===== src/rtl/alu_arbiter.sv =====
// alu_arbiter: shares one external combinational ALU between two requesters.
// Flow per operation: IDLE (grant + latch operands/control) -> EXEC (one
// cycle for the shared ALU to settle, result captured at its end) -> RESP
// (result held for the granted requester until it takes it).
// Optional build macro: ALU_ARB_FIXED_PRIO_EN -- requester 0 always wins
// simultaneous requests; the default build uses round-robin arbitration.
module alu_arbiter #(
    parameter int WIDTH = 32
) (
    input  logic             clk,
    input  logic             reset_n,

    input  logic             req0_valid,
    output logic             req0_ready,
    input  logic [WIDTH-1:0] req0_A,
    input  logic [WIDTH-1:0] req0_B,
    input  logic [1:0]       req0_ALU_op,
    input  logic [5:0]       req0_FuncCode,

    input  logic             req1_valid,
    output logic             req1_ready,
    input  logic [WIDTH-1:0] req1_A,
    input  logic [WIDTH-1:0] req1_B,
    input  logic [1:0]       req1_ALU_op,
    input  logic [5:0]       req1_FuncCode,

    output logic             rsp0_valid,
    input  logic             rsp0_ready,
    output logic             rsp1_valid,
    input  logic             rsp1_ready,
    output logic [WIDTH-1:0] rsp_Output,
    output logic             rsp_Zero_Flag,
    output logic             rsp_Err,

    output logic [WIDTH-1:0] alu_A,
    output logic [WIDTH-1:0] alu_B,
    output logic [3:0]       ALU_Ctl,
    input  logic [WIDTH-1:0] alu_Output,
    input  logic             alu_Zero_Flag,

    output logic             busy
);

    typedef enum logic [1:0] {
        IDLE = 2'd0,
        EXEC = 2'd1,
        RESP = 2'd2
    } state_t;

    state_t state;
    logic   gnt_id;     // requester owning the in-flight operation
    logic   err_q;      // illegal funct seen at acceptance
`ifndef ALU_ARB_FIXED_PRIO_EN
    logic   last_grant; // winner of the most recent acceptance
`endif

    logic             any_valid;
    logic             pick;      // requester chosen this cycle (0/1)
    logic             accept;
    logic [WIDTH-1:0] sel_A;
    logic [WIDTH-1:0] sel_B;
    logic [1:0]       sel_op;
    logic [5:0]       sel_funct;
    logic [4:0]       sel_dec;   // {err, ctl}
    logic             rsp_take;

    // Main-control op plus R-type funct to 4-bit ALU control; {err, ctl}.
    function automatic logic [4:0] decode_ctl(input logic [1:0] op,
                                              input logic [5:0] funct);
        logic [4:0] d;
        d = 5'b0_0110;
        case (op)
            2'b00: d = 5'b0_0010;
            2'b01: d = 5'b0_0110;
            2'b11: d = 5'b0_0110;
            default: begin
                case (funct)
                    6'b100000: d = 5'b0_0010;
                    6'b100010: d = 5'b0_0110;
                    6'b100100: d = 5'b0_0000;
                    6'b100101: d = 5'b0_0001;
                    6'b101010: d = 5'b0_0111;
                    6'b100111: d = 5'b0_1100;
                    default:   d = 5'b1_1111;
                endcase
            end
        endcase
        return d;
    endfunction

    // Arbitration: pick a winner among the valid requesters.
    always_comb begin
        any_valid = req0_valid | req1_valid;
`ifdef ALU_ARB_FIXED_PRIO_EN
        pick = ~req0_valid;
`else
        if (req0_valid && req1_valid)
            pick = ~last_grant;
        else
            pick = ~req0_valid;
`endif
    end

    // Handshake is only possible in IDLE and never while reset is held.
    assign accept     = reset_n & (state == IDLE) & any_valid;
    assign req0_ready = accept & ~pick;
    assign req1_ready = accept &  pick;

    // Operand/control mux of the winning requester.
    always_comb begin
        sel_A     = pick ? req1_A        : req0_A;
        sel_B     = pick ? req1_B        : req0_B;
        sel_op    = pick ? req1_ALU_op   : req0_ALU_op;
        sel_funct = pick ? req1_FuncCode : req0_FuncCode;
        sel_dec   = decode_ctl(sel_op, sel_funct);
    end

    // Only the owner's response ready retires the operation.
    assign rsp_take = gnt_id ? rsp1_ready : rsp0_ready;

    // Controller FSM with registered outputs; ALU operands only move on accept.
    always_ff @(posedge clk or negedge reset_n) begin
        if (!reset_n) begin
            state         <= IDLE;
            gnt_id        <= 1'b0;
            err_q         <= 1'b0;
`ifndef ALU_ARB_FIXED_PRIO_EN
            last_grant    <= 1'b1;
`endif
            alu_A         <= '0;
            alu_B         <= '0;
            ALU_Ctl       <= 4'b0000;
            rsp0_valid    <= 1'b0;
            rsp1_valid    <= 1'b0;
            rsp_Output    <= '0;
            rsp_Zero_Flag <= 1'b0;
            rsp_Err       <= 1'b0;
            busy          <= 1'b0;
        end else begin
            case (state)
                IDLE: begin
                    if (any_valid) begin
                        alu_A   <= sel_A;
                        alu_B   <= sel_B;
                        ALU_Ctl <= sel_dec[3:0];
                        err_q   <= sel_dec[4];
                        gnt_id  <= pick;
`ifndef ALU_ARB_FIXED_PRIO_EN
                        last_grant <= pick;
`endif
                        busy    <= 1'b1;
                        state   <= EXEC;
                    end
                end
                EXEC: begin
                    rsp_Output    <= alu_Output;
                    rsp_Zero_Flag <= alu_Zero_Flag;
                    rsp_Err       <= err_q;
                    rsp0_valid    <= ~gnt_id;
                    rsp1_valid    <=  gnt_id;
                    state         <= RESP;
                end
                RESP: begin
                    if (rsp_take) begin
                        rsp0_valid <= 1'b0;
                        rsp1_valid <= 1'b0;
                        busy       <= 1'b0;
                        state      <= IDLE;
                    end
                end
                default: begin
                    rsp0_valid <= 1'b0;
                    rsp1_valid <= 1'b0;
                    busy       <= 1'b0;
                    state      <= IDLE;
                end
            endcase
        end
    end

endmodule


===== config.mk =====
export PLATFORM = sky130hd
export DESIGN_NAME = alu_arbiter
export DESIGN_NICKNAME = d
export VERILOG_FILES = /design/src/rtl/alu_arbiter.sv
export SDC_FILE = /design/constraint.sdc
export NUM_CORES = 1
export LEC_CHECK = 0
export ABC_AREA = 1
export CAP_MARGIN = 10
export CORE_ASPECT_RATIO = 0.5
export CORE_MARGIN = 1
export CORE_UTILIZATION = 41
export DETAILED_ROUTE_END_ITERATION = 7
export PLACE_DENSITY = 0.89
export SLEW_MARGIN = 20
export SYNTH_ARGS = -nofsm -noshare
export SYNTH_HDL_FRONTEND = slang
export SYNTH_SLANG_ARGS = --single-unit

===== constraint.sdc =====
create_clock -name clk -period 5.7 [get_ports clk]
set_input_delay 1.71 -clock clk [delete_from_list [all_inputs] [get_ports clk]]
set_output_delay 1.71 -clock clk [all_outputs]
set_load 0.1 [all_outputs]

* After elaboration in Yosys (flattened, before gate mapping)
Cells that the tools add are included. W data, S select, Z words.
Storage, ports and cells: input bits 183, output and inout port bits 107, flip-flop bits (word level) 110, word-level logic and storage cells 60
Operators by class: reductions and logical operators 8, muxes and demuxes 16, eq/ne operators 12, bitwise logic cells 11
Operators with widths (count):
- $mux W32 | 2
- $eq A6 B6 Y1 const B | 6
- $pmux W5 S6 | 1
- $pmux W5 S2 | 1
- $pmux W1 S3 | 3
- $mux W2 | 3
- $mux W6 | 1
- $not A1 Y1 | 6
- $pmux W2 S3 | 1
- $reduce_and A2 Y1 | 3
- $and A1 B1 Y1 | 4
- $eq A2 B1 Y1 const B | 2
- $eq A2 B2 Y1 const B | 2
- $logic_not A2 Y1 | 2
- $mux W1 | 4
- $ne A2 B2 Y1 const B | 2
- $reduce_and A3 Y1 | 1
- $reduce_or A2 Y1 | 1
- $logic_and A1 B1 Y1 | 1
- $or A1 B1 Y1 | 1

* Depth between registers and ports, before layout
Gate-level depths: netlist (run 1).
word-level depth 6, gate-level depth with buffers 12

* Worst setup path before layout (run 1)
No wires, ideal clock.
kind input to output, from input req0_valid, to output req0_ready, arrival time 4.446 ns, cell stages on the path 6, required time 3.990 ns, slack -0.456 ns, path through buf_4 -> nand2_4 -> buf_8 -> buf_4 -> buf_4 -> nor3_1
On the way: longest elaborated chain between the ends 4
RTL lines:
- from (decl) | line 13 | input logic req0_valid,
- $logic_and A1 B1 Y1 or $not A1 Y1 (tied branches) | line 97, 100
- $mux W1 | line 97 | if (req0_valid && req1_valid)
- $not A1 Y1 | line 106 | assign req0_ready = accept & ~pick;
- $and A1 B1 Y1 * | line 106
- to (decl) | line 14 | output logic req0_ready,
Mark *: on every way between the ends. The rest lies on a longest branch, timed or not.

* Worst setup path after layout (run 1)
Ends and elaborated chain as after synthesis.

==> results.py, run 1 <==
metrics = {
    "outcome": {
        "status": "completed",
    },
    "routing": {
        "dr.pass1.iters": 4,
        "drtIter0Drc": 359,
        "viasPerCell": 5.029,
        "drc_errors": 0,
        "vias": 4893,
        "routedWlPerCell_um": 16.56,
        "drt_wl_total_mm": 16.11,
        "ant_nets": 0,
    },
    "clock_network": {
        "clk_pin_slew_ns": 0.07,
        "cts_resized": 0,
        "post_cts_buffers": 0,
        "cts.htree.levels": 3,
        "root_buffer": "clkbuf_16",
        "clock_latency_ns": 0.34,
        "cts_tree": "done",
        "ctsHoldBuffers": 0,
        "cts-buffers-inserted": 9,
        "cts.sinks": 110,
        "clockBufferDepth": 2,
    },
    "floorplan": {
        "core_um2": 11350,
        "fp.dieW_um": 157.1,
        "die-area_um2": 12500,
        "start_util_pct": 43.44,
        "rows": 27,
        "die_y_um": 79.55,
        "pin_count": 290,
    },
    "global_routing": {
        "grt_pass1_vias": 4967,
        "grt_use_total_pct": 26.27,
        "antenna_found_initial": 0,
        "grt_pass1_wl_mm": 25.00,
        "gr-total-overflow": 0,
        "grt_max_degree": 73,
    },
    "synth": {
        "synth-seq-area-share_pct": 55.85,
        "synth.area.top_cells": "dfrtp_1 55%, a21oi_1 13%, mux2_2 7.8%",
        "yosysTopAreaCell": "dfrtp_1",
        "synth_top_family_by_area": "simple AND/OR/NAND/NOR gates",
        "ys_ff_latch": 110,
        "synth.top_cell.area_share_pct": 55.32,
        "yosys.area_share.simple_pct": 16.95,
        "avgSynthCellArea_um2": 9.234,
        "synthCells": 534,
        "ys_types": 26,
        "synth.area.mux_share_pct": 7.765,
        "synth-xor-area-share_pct": 0,
        "mappedNetlistArea_um2": 4931,
        "synth_fa_ha_area_share_pct": 0,
        "yosysWarningCount": 0,
        "syn_nets": 717,
        "synth_compound_area_share_pct": 14.49,
    },
    "setup_path": {
        "r2r-start": "last_grant$_DFFE_PN1P_",
        "end_kind": "output pin",
        "r2r_slack_ns": 3.07,
        "required_ns": 3.99,
        "cpPeakStageDelay_ns": 0.61,
        "worstPathArrival_ns": 3.25,
        "crit_slowest_cell": "clkdlybuf4s50_1",
        "worst-r2r-cell-count": 8,
        "crit_path_max_fanout": 33,
        "worstSetupPathType": "input port to output pin",
        "r2r_end": "alu_B[20]$_DFFE_PN0P_",
        "crit_chain": "clkdlybuf4s50_1, o21ai_4, buf_4, nor3_2, buf_12",
        "worstSetupStartpointType": "input port",
    },
    "timing": {
        "worstMarginPinSlew_ns": 1.017,
        "finClkSkew_ns": 0.006759,
        "finalSetupViolCount": 0,
        "finalHoldViolCount": 0,
        "finalCriticalPeriod_ns": 4.960,
        "setup_tns_ns": 0,
        "rsz0062_at_grt": "false",
        "drv_slew": 0,
        "fmax_mhz": 201.6,
        "period_share_pct": 87.02,
        "slew_headroom_pct": 31.96,
    },
    "hold_path": {
        "hold_path_end": "ALU_Ctl[3]$_DFFE_PN0P_",
        "worstHoldPathCells": 2,
        "hold_path.class": "flop to flop",
        "hp-start": "ALU_Ctl[3]$_DFFE_PN0P_",
    },
    "final_layout": {
        "num-nets-final": 992,
        "regArea_um2": 2754,
        "area_growth_syn_to_layout_pct": 66.38,
        "n_antenna_cell": 0,
        "multiInputGateArea_um2": 1938,
        "fill_cells": 837,
        "drive_gt1_share_pct": 9.705,
    },
    "run": {
        "maxCapViolCount": 0,
    },
    "placement": {
        "io_buffers": 289,
        "dp_hpwl_mm": 11.79,
        "gp_congestion": 0.8894,
    },
}
-- final cells by class --
type                            count  share of cell area, %
Clock buffer                       10                  2.791
Timing Repair Buffer              297                  36.21
Inverter                           16                 0.7320
Clock inverter                      6                 0.6558
Tap cell                          159                  2.425
Multi-Input combinational cell    375                  23.62
Sequential cell                   110                  33.57
-- cell usage after synthesis --
cell type,n
nor3_4,1
and3_1,1
dfrtp_1,109
nor2_2,2
a21oi_1,129
o21ai_2,1
buf_8,1
nand4_1,1
nand3_1,9
nand3b_1,2
inv_1,14
mux2_2,34
nand2_4,2
o21ai_0,6
nor2_1,78
clkbuf_1,11
nor3_1,1
a21boi_0,1
o22ai_1,1
buf_2,12
nand2_1,97
nand2_2,8
dfstp_2,1
inv_2,2
o21ai_4,1
buf_4,9
-- cell families after synthesis --
| kind of cell | Yosys count |
|---|---|
| AO/OA/AOI/OAI | 139 |
| multiplexers | 34 |
| buffers and inverters | 49 |
| flip-flops | 110 |
| AND/OR/NAND/NOR | 202 |
-- sequential cells by signal, summed over array words and instances (netlist names), 2 cells and up --
signal and count:
rsp_Output 32, alu_A 32, state 2, ALU_Ctl 4, alu_B 32
-- critical path, delay by kind of cell --
kind / cells / cell delay, ns
buf+inv: 3 / 1.17
compound gates: 1 / 0.26
simple gates: 1 / 0.10
-- worst max-delay path by stage --
stage | start | end | slack, ns | cells past startpoint
6_report | req0_valid | req0_ready | 0.74 | 5
5_1_grt | req0_valid | req0_ready | 0.63 | 5
4_1_cts | req0_valid | req0_ready | 0.75 | 5
3_5_place_dp | req0_valid | req0_ready | 0.74 | 5
3_3_place_gp | req0_valid | req0_ready | 0.80 | 5
2_1_floorplan | req0_valid | req1_ready | 0.29 | 7
-- per-stage QoR --
step / area (µm²) / hold WS (ns) / std cells / utilization [%] / setup WS, ns
finish: 8204 / 0.4852 / 973 / 72.28 / 0.7399
global route: 8204 / 0.5184 / 973 / 72.28 / 0.6329
CTS: 8204 / 0.4890 / 973 / 72.28 / 0.7480
detailed placement: 7921 / 0.4717 / 957 / 69.79 / 0.7395
global placement: 7921 / 0.4634 / 957 / 69.79 / 0.8031
floorplan: 4936 / 0.4453 / 534 / - / 0.2867
-- cells in the final DEF (no fill, tap or decap), types with 2 or more instances in the layout --
master           Yosys  routed
clkdlybuf4s50_1      0     286
a21oi_1            129     129
dfrtp_1            109     109
nand2_1             97      97
nor2_1              78      78
mux2_2              34      34
inv_1               14      14
nand3_1              9       9
clkbuf_16            0       9
buf_4                9       9
nand2_2              8       8
o21ai_0              6       6
inv_6                0       3
nand2_4              2       2
inv_2                2       2
nand3b_1             2       2
nor2_2               2       2
buf_12               0       2
-- per-layer routing --
metal / GRT usage [%] / vias to the layer above / part of all wire, %
li1: - / 2315 / -
met1: 31.96 / 2366 / 39
met2: 45.87 / 165 / 52
met3: 5.755 / 47 / 5.2
met4: 10.29 / 0 / 3.8
met5: 0 / - / 0
Power of run 1 is not shown: default switching activity piles up to over one toggle a cycle in this logic, so the estimate is an artifact.
==> run 2, diff against run 1 <==
--- a/config.mk
+++ b/config.mk
@@ -12,5 +12,5 @@
 export CORE_UTILIZATION = 41
 export DETAILED_ROUTE_END_ITERATION = 7
-export PLACE_DENSITY = 0.89
+export PLACE_DENSITY = 0.86
 export SLEW_MARGIN = 20
 export SYNTH_ARGS = -nofsm -noshare
==> constraint.sdc (replaced) <==
create_clock -name clk -period 5.7 [get_ports clk]
set_input_delay 1.71 -clock clk [delete_from_list [all_inputs] [get_ports clk]]
set_output_delay 1.71 -clock clk [all_outputs]
set_load 0.02 [all_outputs]
==> run 2 against run 1 <==
Net effect:
- sequential share of layout area increased by 0.17 points
- highest routed layer unchanged
- hold slack got worse by 0.0039 ns
- clock skew shrank 0.0016 ns
- cell count shrank 0.10%
- flip-flop and latch count stayed put
- largest cell class unchanged
- worst setup slack got worse by 0.21 ns
- design area is 0.50% lower
- critical path depth increased by 1
- critical endpoint is now req1_ready
- clock-buffer cell count unchanged
- routed wire length is 1.9% lower
==> results.py, run 2 (synthesis results as in run 1) <==
metrics = {
    "global_routing": {
        "antenna_found_initial": 0,
        "grt_use_total_pct": 25.39,
        "grt_max_degree": 74,
        "grt_pass1_vias": 4867,
        "grt_pass1_wl_mm": 24.53,
        "gr-total-overflow": 0,
    },
    "final_layout": {
        "drive_gt1_share_pct": 9.225,
        "final_cell_mix": "288 x clkdlybuf4s50_1, 129 x a21oi_1, 109 x dfrtp_1, 97 x nand2_1, 78 x nor2_1",
        "n_antenna_cell": 0,
        "final_common_cell": "clkdlybuf4s50_1",
        "post-route-util_pct": 71.91,
        "num-nets-final": 992,
        "area_growth_syn_to_layout_pct": 65.54,
        "stdcell_count": 972,
        "largestRegisters": "alu_A (32), alu_B (32), rsp_Output (32)",
        "fill_cells": 848,
    },
    "clock_network": {
        "clock_latency_ns": 0.33,
        "cts.htree.levels": 3,
        "cts_tree": "done",
        "cts-buffers-inserted": 9,
        "ctsHoldBuffers": 0,
        "root_buffer": "clkbuf_16",
        "clk_pin_slew_ns": 0.07,
        "cts.sinks": 110,
        "cts_resized": 0,
        "post_cts_buffers": 0,
        "clockBufferDepth": 2,
    },
    "floorplan": {
        "pin_count": 290,
        "rows": 27,
        "start_util_pct": 43.44,
        "die-area_um2": 12500,
        "core_um2": 11350,
        "fp.dieW_um": 157.1,
        "die_y_um": 79.55,
    },
    "timing": {
        "drv_slew": 0,
        "finalHoldViolCount": 0,
        "finClkSkew_ns": 0.005193,
        "setup_tns_ns": 0,
        "rsz0062_at_grt": "false",
        "slew_headroom_pct": 41.78,
        "worstMarginPinSlew_ns": 0.8733,
        "period_share_pct": 90.62,
        "finalCriticalPeriod_ns": 5.165,
        "fmax_mhz": 193.6,
        "finalSetupViolCount": 0,
    },
    "setup_path": {
        "crit_cells": 6,
        "crit_chain": "clkdlybuf4s50_1, o21ai_4, inv_2, nand2_1, nor2_1, clkdlybuf4s50_1",
        "worstSetupPathType": "input port to output pin",
        "required_ns": 3.99,
        "worst-r2r-cell-count": 11,
        "r2r_slack_ns": 3.11,
        "crit_slowest_cell": "clkdlybuf4s50_1",
        "cpPeakStageDelay_ns": 0.71,
        "crit_family": "buffers and inverters",
        "crit_start": "req0_valid",
        "r2r-start": "last_grant$_DFFE_PN1P_",
        "crit_path_max_fanout": 9,
        "crit_end": "req1_ready",
        "end_kind": "output pin",
        "r2r_end": "ALU_Ctl[1]$_DFFE_PN0P_",
        "worstPathArrival_ns": 3.46,
        "timing.critical_path.mode_cell": "clkdlybuf4s50_1",
        "cp_num_buf_inv": 3,
        "worstSetupStartpointType": "input port",
    },
    "routing": {
        "vias": 4792,
        "drc_errors": 0,
        "drtIter0Drc": 359,
        "routedWlPerCell_um": 16.27,
        "ant_nets": 0,
        "drt_wl_total_mm": 15.81,
        "dr.pass1.iters": 6,
        "viasPerCell": 4.930,
    },
    "placement": {
        "io_buffers": 289,
        "dpl.cell_count": 957,
        "gp_congestion": 0.8411,
        "dp_hpwl_mm": 11.69,
    },
    "power": {
        "ir_drop_uv": 257.0,
        "power_density_nw_per_um2": 532.5,
        "switching_share_pct": 40.45,
        "p_switching_mw": 1.758,
        "p_comb_share_pct": 54.8,
        "p_clk_share_pct": 13.2,
        "p_leak_nw": 3.420,
        "intPower_mw": 2.589,
        "seqPwrFrac_pct": 31.9,
    },
    "hold_path": {
        "worstHoldPathCells": 1,
        "hold_path.class": "flop to flop",
    },
    "outcome": {
        "status": "completed",
    },
    "run": {
        "maxCapViolCount": 0,
    },
}
## run 2: cell type report
cell class                 count  area (µm²)  share of cell area [%]
clock buffer                  10       229.0                   2.805
clock inverter                 5       37.54                  0.4598
inverter                      16       60.06                  0.7357
multi-input combinational    375        1933                   23.68
sequential                   110        2754                   33.74
tap                          159       198.9                   2.437
timing repair buffer         297        2950                   36.14
## run 2: routing by layer
metal / share of wire [%] / global-route usage [%] / up-vias
met1: 41 / 30.62 / 2310
met3: 4.4 / 4.777 / 26
met5: 0 / 0 / -
met4: 2.3 / 7.864 / 0
li1: - / - / 2304
met2: 53 / 46.27 / 152
## run 2: power groups by stage
stage | clock [mW] | sequential, mW | combinational [mW]
2_1_floorplan | 0 | 1.84 | 0.820
3_3_place_gp | 0 | 1.38 | 2.34
3_5_place_dp | 0 | 1.40 | 2.39
4_1_cts | 0.586 | 1.39 | 2.40
5_1_grt | 0.622 | 1.44 | 2.55
6_report | 0.575 | 1.39 | 2.38
## run 2: how the worst min path moves through the flow
| stage | start | endpoint | slack, ns |
|---|---|---|---|
| 2_1_floorplan | err_q$_DFFE_PN0P_ | err_q$_DFFE_PN0P_ | 0.45 |
| 3_3_place_gp | ALU_Ctl[3]$_DFFE_PN0P_ | ALU_Ctl[3]$_DFFE_PN0P_ | 0.47 |
| 3_5_place_dp | gnt_id$_DFFE_PN0P_ | rsp0_valid$_DFFE_PN0P_ | 0.47 |
| 4_1_cts | gnt_id$_DFFE_PN0P_ | rsp0_valid$_DFFE_PN0P_ | 0.48 |
| 5_1_grt | ALU_Ctl[3]$_DFFE_PN0P_ | ALU_Ctl[3]$_DFFE_PN0P_ | 0.50 |
| 6_report | gnt_id$_DFFE_PN0P_ | rsp0_valid$_DFFE_PN0P_ | 0.48 |
## run 2: worst reg2reg max path: cells and delay by family, from the launching register on
family,cells,cell delay [ns]
buf+inv,3,1.25
flops,1,0.36
simple gates,8,0.88
## run 2: through the flow
| stage | power (mW) | cell area (µm²) | hold slack [ns] | setup WS (ns) |
|---|---|---|---|---|
| final | 4.347 | 8163 | 0.4813 | 0.5348 |
| after CTS | 4.380 | 8163 | 0.4842 | 0.5470 |
| after global placement | 3.723 | 7896 | 0.4651 | 0.6515 |
| after floorplan | 2.660 | 4931 | 0.4453 | 1.117 |
| after global routing | 4.613 | 8163 | 0.5050 | 0.4281 |
| after detailed placement | 3.795 | 7896 | 0.4749 | 0.5615 |
No activity file was read; power rests on OpenSTA's default activity.
==> run 3, diff against run 2 <==
- CORE_MARGIN: 1 -> 3
- CORE_UTILIZATION: 41 -> 40
- PLACE_DENSITY: 0.86 -> 0.85
==> run 3 against run 2 <==
Net effect:
- clock skew up 0.0023 ns
- power grew 1.3%
- clock power rose by 7.3%
- critical path type unchanged
==> results.py, run 3 (synthesis results as in run 1) <==
metrics = {
    "timing": {
        "setup_tns_ns": 0,
        "finalCriticalPeriod_ns": 5.104,
        "drv_slew": 0,
        "whs_ns": 0.4846,
        "fmax_mhz": 195.9,
        "finClkSkew_ns": 0.007520,
        "slew_headroom_pct": 43.87,
        "finalSetupViolCount": 0,
        "finalHoldViolCount": 0,
        "rsz0062_at_grt": "false",
        "period_share_pct": 89.54,
        "worstMarginPinSlew_ns": 0.8419,
    },
    "clock_network": {
        "cts.htree.levels": 3,
        "cts.sinks": 110,
        "cts_resized": 0,
        "ctsHoldBuffers": 0,
        "cts_tree": "done",
        "post_cts_buffers": 0,
        "clock_latency_ns": 0.34,
        "clockBufferDepth": 2,
        "cts-buffers-inserted": 9,
        "clk_pin_slew_ns": 0.08,
        "root_buffer": "clkbuf_16",
    },
    "hold_path": {
        "hold_path.class": "flop to flop",
    },
    "setup_path": {
        "cpPeakStageDelay_ns": 0.73,
        "worstPathArrival_ns": 3.39,
        "end_kind": "output pin",
        "worstSetupPathType": "input port to output pin",
        "crit_path_max_fanout": 9,
        "crit_family": "buffers and inverters",
        "timing.critical_path.mode_cell": "clkdlybuf4s50_1",
        "crit_chain": "clkdlybuf4s50_1, o21ai_4, inv_2, nand2_1, nor2_1, clkdlybuf4s50_1",
        "crit_slowest_cell": "clkdlybuf4s50_1",
        "required_ns": 3.99,
        "worstSetupStartpointType": "input port",
        "cp_num_buf_inv": 3,
    },
    "final_layout": {
        "largestRegisters": "alu_A (32), alu_B (32), rsp_Output (32)",
        "finalInstanceArea_um2": 8185,
        "num-nets-final": 991,
        "final_common_cell": "clkdlybuf4s50_1",
        "drive_gt1_share_pct": 9.348,
        "n_antenna_cell": 0,
        "final_cell_mix": "288 x clkdlybuf4s50_1, 129 x a21oi_1, 109 x dfrtp_1, 97 x nand2_1, 78 x nor2_1",
        "stdcell_count": 972,
        "area_growth_syn_to_layout_pct": 66.00,
    },
    "power": {
        "ir_drop_uv": 295.4,
        "p_leak_nw": 3.433,
        "power_density_nw_per_um2": 537.9,
        "total_power_mw": 4.403,
    },
    "floorplan": {
        "start_util_pct": 42.93,
        "die-area_um2": 13780,
        "rows": 27,
        "fp.dieW_um": 163.0,
        "die_y_um": 84.51,
        "pin_count": 290,
        "core_um2": 11490,
    },
    "global_routing": {
        "grt_pass1_wl_mm": 25.83,
        "gr-total-overflow": 0,
        "grt_use_total_pct": 23.63,
        "grt_pass1_vias": 4855,
        "grt_max_degree": 89,
        "antenna_found_initial": 0,
    },
    "run": {
        "maxCapViolCount": 0,
    },
    "outcome": {
        "status": "completed",
    },
    "routing": {
        "ant_nets": 0,
        "drtIter0Drc": 236,
        "drt_wl_total_mm": 16.68,
        "viasPerCell": 4.984,
        "dr.pass1.iters": 4,
        "routedWlPerCell_um": 17.16,
        "drc_errors": 0,
        "vias": 4844,
    },
    "placement": {
        "dpl.cell_count": 956,
        "placed_area_um2": 7889,
        "gp_congestion": 0.8781,
        "dp_hpwl_mm": 12.19,
        "io_buffers": 289,
    },
}
[run 3: cell types whose count changed in the layout (fill, tap and decap cells not counted), sizes merged]
cell	change
inv	+3
clkinvlp	-1
buf	-1
clkinv	-1
[run 3: area by class of cell]
cell class	instances	area (µm²)
sequential	110	2754
timing repair buffer	296	2947
inverter	16	60.06
clock buffer	10	239.0
tap	159	198.9
multi-input combinational	375	1933
fill	899	3301
clock inverter	6	53.80
[run 3: final timing paths]
path | slack, ns | start | cells past startpoint | endpoint
setup / recovery | 0.60 | req0_valid | 6 | req1_ready
hold / removal | 0.48 | ALU_Ctl[3]$_DFFE_PN0P_ | 2 | ALU_Ctl[3]$_DFFE_PN0P_
setup reg to reg | 3.35 | last_grant$_DFFE_PN1P_ | 8 | alu_B[19]$_DFFE_PN0P_
hold reg to reg | 0.48 | ALU_Ctl[3]$_DFFE_PN0P_ | 2 | ALU_Ctl[3]$_DFFE_PN0P_
max in group asynchronous | 3.37 | reset_n | 2 | alu_A[19]$_DFFE_PN0P_
min in group asynchronous | 1.27 | reset_n | 1 | alu_A[17]$_DFFE_PN0P_
[run 3: through the flow]
step,utilization (%),setup WS (ns)
2_1_floorplan,-,1.117
3_3_place_gp,68.68,0.6540
3_5_place_dp,68.68,0.6157
4_1_cts,71.23,0.6096
5_1_grt,71.26,0.4953
6_report,71.26,0.5964
[run 3: per-layer routing]
layer / global-route usage, % / vias to the layer above / share of wire (%)
li1: - / 2310 / -
met1: 28.91 / 2330 / 40
met3: 4.534 / 32 / 4.9
met4: 8.289 / 0 / 2.9
met2: 41.98 / 172 / 53
met5: 0 / - / 0
[run 3: tightest hold or removal path: cells and delay by family, from the launching register on]
family | cells | cell delay [ns]
DFF | 1 | 0.35
and+or+nand+nor | 2 | 0.11
[run 3: where the power goes]
group	switching, mW	internal (mW)
registers	0.210	1.18
clock network	0.300	0.317
logic	1.28	1.11
